## src/rtl/exp10_pkg.sv

```systemverilog
// Shared definitions for the time-of-day controller: mode codes, BCD width, BCD helpers.
package exp10_pkg;

  localparam int BCD_W = 8;

  typedef enum logic [2:0] {
    RUN      = 3'd0,
    SET_HR   = 3'd1,
    SET_MIN  = 3'd2,
    SET_AHR  = 3'd3,
    SET_AMIN = 3'd4
  } mode_e;

  function automatic logic [BCD_W-1:0] to_bcd(input int unsigned v);
    return {4'(v / 10), 4'(v % 10)};
  endfunction

  // Any non-BCD or out-of-range code snaps to 00 on its next increment.
  function automatic logic [BCD_W-1:0] bcd_next(input logic [BCD_W-1:0] q,
                                                input int unsigned modv);
    logic [3:0]  tens;
    logic [3:0]  units;
    int unsigned val;
    tens  = q[7:4];
    units = q[3:0];
    val   = 32'(tens) * 10 + 32'(units);
    if (tens > 4'd9 || units > 4'd9 || val >= modv - 1)
      return '0;
    else if (units == 4'd9)
      return {tens + 4'd1, 4'd0};
    else
      return {tens, units + 4'd1};
  endfunction

endpackage

```

## src/rtl/bcd_mod_cnt.sv

```systemverilog
// Two-digit BCD mod-MOD counter; clr beats en, co flags the wrap this cycle.
module bcd_mod_cnt
  import exp10_pkg::*;
#(
  parameter int unsigned MOD = 60
) (
  input  logic             CLK,
  input  logic             RST,
  input  logic             en,
  input  logic             clr,
  output logic [BCD_W-1:0] q,
  output logic             co
);

  localparam logic [BCD_W-1:0] LAST = to_bcd(MOD - 1);

  logic [BCD_W-1:0] cnt_q, cnt_d;

  always_comb begin
    cnt_d = cnt_q;
    if (clr)
      cnt_d = '0;
    else if (en)
      cnt_d = bcd_next(cnt_q, MOD);
  end

  always_ff @(posedge CLK) begin
    if (RST)
      cnt_q <= '0;
    else
      cnt_q <= cnt_d;
  end

  assign q  = cnt_q;
  assign co = en && (cnt_q == LAST);

endmodule

```

## src/rtl/exp10_time_ctrl.sv

```systemverilog
// Time-of-day controller: cascaded sec/min/hr BCD counters plus key-driven SET FSM.
// Define ALARM_EN to add the AH/AM alarm registers, their SET states and the ALM match.
module exp10_time_ctrl
  import exp10_pkg::*;
#(
  parameter int unsigned SEC_MOD = 60,
  parameter int unsigned MIN_MOD = 60,
  parameter int unsigned HR_MOD  = 24
) (
  input  logic             CLK,
  input  logic             RST,
  input  logic             TICK,
  input  logic             KEY_MODE,
  input  logic             KEY_INC,
  output logic [BCD_W-1:0] HH,
  output logic [BCD_W-1:0] MM,
  output logic [BCD_W-1:0] SS,
  output logic [2:0]       MODE,
  output logic             Co,
  output logic             ALM
);

  mode_e state_q, state_d;
  logic  co_q, co_d;
  logic  sec_en, min_en, hr_en, sec_clr;
  logic  sec_co, min_co, hr_co;
`ifdef ALARM_EN
  logic             ah_en, am_en;
  logic [BCD_W-1:0] ah_q, am_q;
  logic             alm_q, alm_d;
`endif

  always_comb begin
    state_d = state_q;
    sec_en  = 1'b0;
    min_en  = 1'b0;
    hr_en   = 1'b0;
    sec_clr = 1'b0;
`ifdef ALARM_EN
    ah_en   = 1'b0;
    am_en   = 1'b0;
`endif
    // KEY_MODE always wins over KEY_INC; a RUN tick still lands on the mode-change cycle.
    case (state_q)
      RUN: begin
        sec_en = TICK;
        min_en = sec_co;
        hr_en  = min_co;
        if (KEY_MODE) state_d = SET_HR;
      end
      SET_HR: begin
        if (KEY_MODE) state_d = SET_MIN;
        else          hr_en   = KEY_INC;
      end
      SET_MIN: begin
        if (KEY_MODE) begin
`ifdef ALARM_EN
          state_d = SET_AHR;
`else
          state_d = RUN;
          sec_clr = 1'b1;
`endif
        end else begin
          min_en = KEY_INC;
        end
      end
`ifdef ALARM_EN
      SET_AHR: begin
        if (KEY_MODE) state_d = SET_AMIN;
        else          ah_en   = KEY_INC;
      end
      SET_AMIN: begin
        if (KEY_MODE) begin
          state_d = RUN;
          sec_clr = 1'b1;
        end else begin
          am_en = KEY_INC;
        end
      end
`endif
      default: state_d = RUN;
    endcase
    co_d = (state_q == RUN) && hr_co;
  end

  always_ff @(posedge CLK) begin
    if (RST) begin
      state_q <= RUN;
      co_q    <= 1'b0;
    end else begin
      state_q <= state_d;
      co_q    <= co_d;
    end
  end

  bcd_mod_cnt #(.MOD(SEC_MOD)) u_sec (
    .CLK(CLK), .RST(RST), .en(sec_en), .clr(sec_clr), .q(SS), .co(sec_co)
  );
  bcd_mod_cnt #(.MOD(MIN_MOD)) u_min (
    .CLK(CLK), .RST(RST), .en(min_en), .clr(1'b0), .q(MM), .co(min_co)
  );
  bcd_mod_cnt #(.MOD(HR_MOD)) u_hr (
    .CLK(CLK), .RST(RST), .en(hr_en), .clr(1'b0), .q(HH), .co(hr_co)
  );

`ifdef ALARM_EN
  bcd_mod_cnt #(.MOD(HR_MOD)) u_ah (
    .CLK(CLK), .RST(RST), .en(ah_en), .clr(1'b0), .q(ah_q), .co()
  );
  bcd_mod_cnt #(.MOD(MIN_MOD)) u_am (
    .CLK(CLK), .RST(RST), .en(am_en), .clr(1'b0), .q(am_q), .co()
  );

  always_comb begin
    alm_d = (state_q == RUN) && (HH == ah_q) && (MM == am_q);
  end

  always_ff @(posedge CLK) begin
    if (RST) alm_q <= 1'b0;
    else     alm_q <= alm_d;
  end

  assign ALM = alm_q;
`else
  assign ALM = 1'b0;
`endif

  assign MODE = state_q;
  assign Co   = co_q;

endmodule

```

## config.mk

```make
export PLATFORM = sky130hd
export DESIGN_NAME = exp10_time_ctrl
export DESIGN_NICKNAME = d
export VERILOG_FILES = /design/src/rtl/exp10_pkg.sv /design/src/rtl/bcd_mod_cnt.sv /design/src/rtl/exp10_time_ctrl.sv
export SDC_FILE = /design/constraint.sdc
export NUM_CORES = 1
export LEC_CHECK = 0
export CAP_MARGIN = 20
export CORE_ASPECT_RATIO = 1.2
export CORE_MARGIN = 2
export CORE_UTILIZATION = 30
export DETAILED_ROUTE_END_ITERATION = 10
export HOLD_SLACK_MARGIN = 0.02
export PLACE_DENSITY = 0.51
export SYNTH_ARGS = -nofsm -noshare
export SYNTH_HDL_FRONTEND = slang
export SYNTH_SLANG_ARGS = --single-unit
```

## constraint.sdc

```tcl
create_clock -name CLK -period 3.4 [get_ports CLK]
set_clock_uncertainty 0.15 [all_clocks]
set_input_delay 0.34 -clock CLK [delete_from_list [all_inputs] [get_ports CLK]]
set_output_delay 0.34 -clock CLK [all_outputs]
set_load 0.03 [all_outputs]
```

==> impl_metrics.yaml, run 1 <==
setup_path:
  worst_r2r_path_depth: 9
  r2r-end: "u_hr.q[3]"
  cp-start-kind: "flip-flop"
  required_ns: 3.43
  r2r_slack_ns: 0.24
  worstPathMaxFanout: 8
  reg2reg_from: "u_hr.q[7]"
  cp-end-kind: "flip-flop"
  worstSetupPathType: "reg -> reg"
  cp.arrival_ns: 3.19
outcome:
  status: "finished clean"
cts:
  tritoncts: "yes"
  clk_latency_ns: 0.27
  clk_pin_slew_ns: 0.10
  post_cts_hold_buffer_count: 0
  cts.htree.levels: 1
  root_buffer: "clkbuf_8"
  cts_made_buffers: 3
  numClockSinks: 27
  cts.repair.resized: 0
  cts_max_path_buffers: 2
  post_cts_buffers: 0
timing:
  rsz0062_at_grt: "no"
  hold_viol: 0
  setup_tns_ns: 0
  worst_pin_slew_ns: 0.951
  max_clock_freq_ghz: 0.317
  finalCritPeriodShare_pct: 92.8
  setup-violations-final: 0
  finalWorstSetupSlack_ns: 0.243
  min_period_ns: 3.16
  slew_viol_final: 0
  slew_headroom_pct: 36.3
floorplan:
  core_area_sq_um: 8020
  design.die.area_sq_um: 8890
  start_util_pct: 30.5
  ios: 34
  row_count: 36
  die_w_microns: 86.4
  dieHeight_microns: 103
grt:
  grt-ovfl-total: 0
  grt_pass1_vias: 2204
  grt_use_total_pct: 14.5
  antenna_found_initial: 0
  grt_start_max_net_pins: 24
  grt_pass1_wl_mm: 10.6
pwr:
  ir_drop_mv: 0.190
  power.share.sequential_pct: 54.4
  internal_power_w: 0.000450
  power_frac_clock_pct: 29.8
  total_power_w: 0.000641
  power_density_nw_per_um2: 216
  p_sw_w: 0.000191
  pwr-share-comb_pct: 15.8
  p_leak_nw: 1.12
  sw_frac_of_total_pct: 29.8
synthesis:
  avgSynthCellArea_sq_um: 7.92
  synth_top_area_share_pct: 22.1
  async_reset_ff_share_pct: 0
  yosys_warnings: 0
  ys_top_cells_by_area: "dfxtp_1, ha_1, a21oi_1"
  yosys.area.top_type: "dfxtp_1"
  syn-instance-count: 309
  synth.distinct_cells: 56
  synth-edff-count: 0
  ys.flop_type: "dfxtp_1"
  synth.cell_area_sq_um: 2450
  ys_ff_latch: 27
  synth-seq-area-share_pct: 22.1
worst_hold_path:
  min_path_type: "reg -> reg"
  hp-start: "u_hr.q[1]"
  whs_path_depth: 2
  min_to: "u_hr.q[1]"
cells_and_area:
  drive_gt1_share_pct: 7.85
  most-common-layout-cells: "ha_1, clkdlybuf4s50_1, nand2_1, a21oi_1, dfxtp_1"
  fin_nets: 387
  diodes: 0
  syn_to_final_growth_pct: 21.1
  design_area_sq_um: 2960
route:
  viasPerCell: 5.33
  vias: 2338
  drc_errors: 0
  dr.pass1.iters: 4
  drt_iter0_drc: 52
  wirelength_mm: 6.30
  wl_per_cell_microns: 14.4
  ant_nets: 0
place:
  gp_congestion: 0.757
  dpl.hpwl_mm: 4.73
  pre_cts_ws_ns: 0.268
  place_area_sq_um: 2920
  port_buffers: 31
run:
  drv_cap: 0
## cell usage after synthesis, drive strengths merged, types with 3 or more instances
library cell   n
buf            8
nand4b         5
nand3         12
o21ai         11
nand4          4
dfxtp         27
nand2         29
clkbuf         8
inv           24
nor2b          9
a211oi         6
nor2          22
nor3          13
nor4           3
o22ai          4
a21oi         29
a31oi          5
ha            31
fa             6
a21o           5
a32oi          3
nor4b          3
o211ai         8
## layer usage
layer | share of wire (%) | vias to the layer above | global-route usage, %
met5 | 0 | - | 0
met4 | 0.84 | 0 | 2.28
met3 | 3.1 | 4 | 2.08
met2 | 50 | 35 | 25.9
met1 | 46 | 1110 | 18.9
li1 | - | 1189 | -
## critical path: stages, from the launching register on
cell and delay, ns:
dfxtp_1 0.43, ha_1 0.27, ha_1 0.21, inv_1 0.07
fa_1 0.46, or4_1 0.53, a32o_2 0.27, a21oi_4 0.27
nor2_2 0.08, a2111oi_2 0.31
## cells by family (layout without fill, tap and decap cells)
group / after synthesis / after routing / share of synthesized area [%]
and+or+nand+nor: 117 / 117 / 26.4
AOI/OAI and AO/OA: 81 / 81 / 21.6
buffers and inverters: 40 / 74 / 6.70
adders and majority gates: 37 / 37 / 20.8
DFF: 27 / 27 / 22.1
xor gates and xnor gates: 4 / 4 / 1.43
muxes: 2 / 2 / 0.870
other: 1 / 2 / 0.153
## how the worst max path moves through the flow
stage,from,end,slack (ns),cells after the start
final,u_hr.q[7],u_hr.q[3],0.24,9
after CTS,u_hr.q[7],u_hr.q[3],0.24,9
after global placement,u_hr.q[7],u_hr.q[3],0.33,9
after detailed placement,u_hr.q[7],u_hr.q[3],0.27,9
after floorplan,u_hr.q[5],u_hr.q[3],0.17,9
after global routing,u_hr.q[7],u_hr.q[3],0.02,10
## state kept, by name, indices dropped and copies added, names as in the netlist
signal	flops
MODE	2
Co	1
u_sec.q	8
u_hr.q	8
u_min.q	8
## through the flow
step,hold slack [ns],utilization [%],std cells
after CTS,0.447,37.0,439
final,0.432,37.0,439
after detailed placement,0.434,36.4,435
after floorplan,0.356,-,310
after global placement,0.428,36.4,435
after global routing,0.480,37.0,439
## cell type report
class	count	area, sq um
Timing Repair Buffer	46	423
Multi-Input combinational cell	243	1750
Clock buffer	4	45.0
Tap cell	95	119
Inverter	24	90.1
Fill cell	814	5050
Sequential cell	27	541
## power groups by stage
| stage | combinational [W] | sequential (W) | clock [W] |
|---|---|---|---|
| final | 0.000102 | 0.000349 | 0.000191 |
| after global routing | 0.000111 | 0.000352 | 0.000215 |
| after CTS | 0.000102 | 0.000349 | 0.000201 |
| after detailed placement | 0.000102 | 0.000356 | 0 |
| after global placement | 0.000102 | 0.000356 | 0 |
| after floorplan | 0.0000582 | 0.000361 | 0 |
Note: power is estimated with default switching activity, not from simulation.
==> run 2, diff against run 1 <==
- CORE_UTILIZATION: 30 -> 50
- HOLD_SLACK_MARGIN: 0.02 -> not set
- PLACE_DENSITY: 0.51 -> 0.76
==> run 2 against run 1 <==
  * Setup slack lost 0.075 ns
  * Critical path type unchanged
  * Worst hold slack improved by 0.0022 ns
  * Critical path depth is the same
  * Flip-flop and latch count did not move
  * Total power fell by 0.91%
  * Via count down 0.17%
  * Global-route usage grew 8.1 points
  * Final area fell by 2.5%
  * Clock power is 2% lower
  * Wire length is 10% lower
  * Maximum frequency shrank 2.3%
  * Clock-buffer cell count shrank 1
==> impl_metrics.yaml, run 2 (synthesis gave the netlist of run 1 again) <==
pwr:
  p_sw_w: 0.000187
  sw_frac_of_total_pct: 29.5
  total_power_w: 0.000636
  pwr-share-comb_pct: 15.9
  ir_drop_mv: 0.119
  power_density_nw_per_um2: 220
  p_leak_nw: 1.10
  power.share.sequential_pct: 54.6
  power_frac_clock_pct: 29.5
  internal_power_w: 0.000448
grt:
  grt_start_max_net_pins: 24
  grt_pass1_vias: 2182
  antenna_found_initial: 0
  grt_pass1_wl_mm: 9.85
  grt_use_total_pct: 22.6
  grt-ovfl-total: 0
cts:
  cts_made_buffers: 3
  clk_pin_slew_ns: 0.10
  cts.repair.resized: 0
  clk_latency_ns: 0.27
  post_cts_buffers: 0
  cts.htree.levels: 1
  numClockSinks: 27
  tritoncts: "yes"
  post_cts_hold_buffer_count: 0
  cts_max_path_buffers: 2
  root_buffer: "clkbuf_8"
floorplan:
  dieHeight_microns: 80.6
  ios: 34
  die_w_microns: 67.9
  core_area_sq_um: 4660
  start_util_pct: 52.5
  row_count: 27
  design.die.area_sq_um: 5470
route:
  drt_iter0_drc: 159
  ant_nets: 0
  dr.pass1.iters: 4
  viasPerCell: 5.86
  wirelength_mm: 5.67
  vias: 2334
  wl_per_cell_microns: 14.2
  drc_errors: 0
cells_and_area:
  drive_gt1_share_pct: 7.06
  syn_to_final_growth_pct: 18.1
  diodes: 0
  seqCellArea_sq_um: 541
  fillCellCount: 414
  fin_nets: 383
  most-common-layout-cells: "ha_1, clkdlybuf4s50_1, nand2_1, a21oi_1, dfxtp_1"
  multi_input_area_sq_um: 1750
timing:
  slew_headroom_pct: 51.3
  min_period_ns: 3.23
  max_clock_freq_ghz: 0.309
  setup_tns_ns: 0
  slew_viol_final: 0
  setup-violations-final: 0
  whs_ns: 0.434
  worst_pin_slew_ns: 0.726
  finalCritPeriodShare_pct: 95.0
  hold_viol: 0
  finalWorstSetupSlack_ns: 0.169
  rsz0062_at_grt: "no"
setup_path:
  r2r_slack_ns: 0.17
  worstSetupPathType: "reg -> reg"
  cp-end-kind: "flip-flop"
  cp-start-kind: "flip-flop"
  worstPathMaxFanout: 8
  cp.arrival_ns: 3.25
  required_ns: 3.42
place:
  gp_congestion: 0.898
  dpl.hpwl_mm: 4.35
  port_buffers: 31
  pre_cts_ws_ns: 0.241
worst_hold_path:
  min_path_type: "reg -> reg"
run:
  drv_cap: 0
outcome:
  status: "finished clean"
run 2: changes by cell type in the layout (fill, tap and decap cells not counted):
cell | before | now
buf_4 | 15 | 11
clkbuf_1 | 1 | 0
clkinv_2 | 0 | 1
run 2: critical path, stage by stage, from the launching register on:
cell and delay, ns:
dfxtp_1 0.44, ha_1 0.28, ha_1 0.22, inv_1 0.07, fa_1 0.45, or4_1 0.54, a32o_2 0.28, a21oi_4 0.26
nor2_2 0.07, a2111oi_2 0.37
run 2: per-stage QoR:
stage	cell area (sq um)	utilization (%)	instances
floorplan	2450	-	310
global placement	2840	61.0	394
detailed placement	2840	61.0	394
CTS	2890	61.9	398
global route	2890	61.9	398
finish	2890	61.9	398
run 2: final cells by class:
| type | instances | share of cell area [%] |
|---|---|---|
| clock buffer | 3 | 1.43 |
| clock inverter | 1 | 0.173 |
| inverter | 24 | 3.12 |
| multi-input combinational | 243 | 60.4 |
| sequential | 27 | 18.7 |
| tap | 58 | 2.51 |
| timing repair buffer | 42 | 13.6 |
run 2: per-layer routing:
layer,vias to the layer above,GRT usage [%],wire length [microns]
li1,1181,-,-
met1,1097,30.4,2620
met2,48,37.5,2780
met3,8,1.26,185
met4,0,8.60,87
met5,-,0,0
run 2: path summary, 6_finish.rpt:
kind | start | to | cells after the start
hold / removal | u_min.q[7] | u_min.q[7] | 2
hold reg to reg | u_min.q[7] | u_min.q[7] | 2
setup reg to reg | u_hr.q[7] | u_hr.q[3] | 9
setup / recovery | u_hr.q[7] | u_hr.q[3] | 9
run 2: power by group through the flow:
stage	clock network [W]	logic, W	registers [W]
after global placement	0	0.0000988	0.000354
after detailed placement	0	0.000101	0.000354
final	0.000187	0.000101	0.000347
after CTS	0.000190	0.000101	0.000347
after floorplan	0	0.0000582	0.000361
after global routing	0.000201	0.000112	0.000351
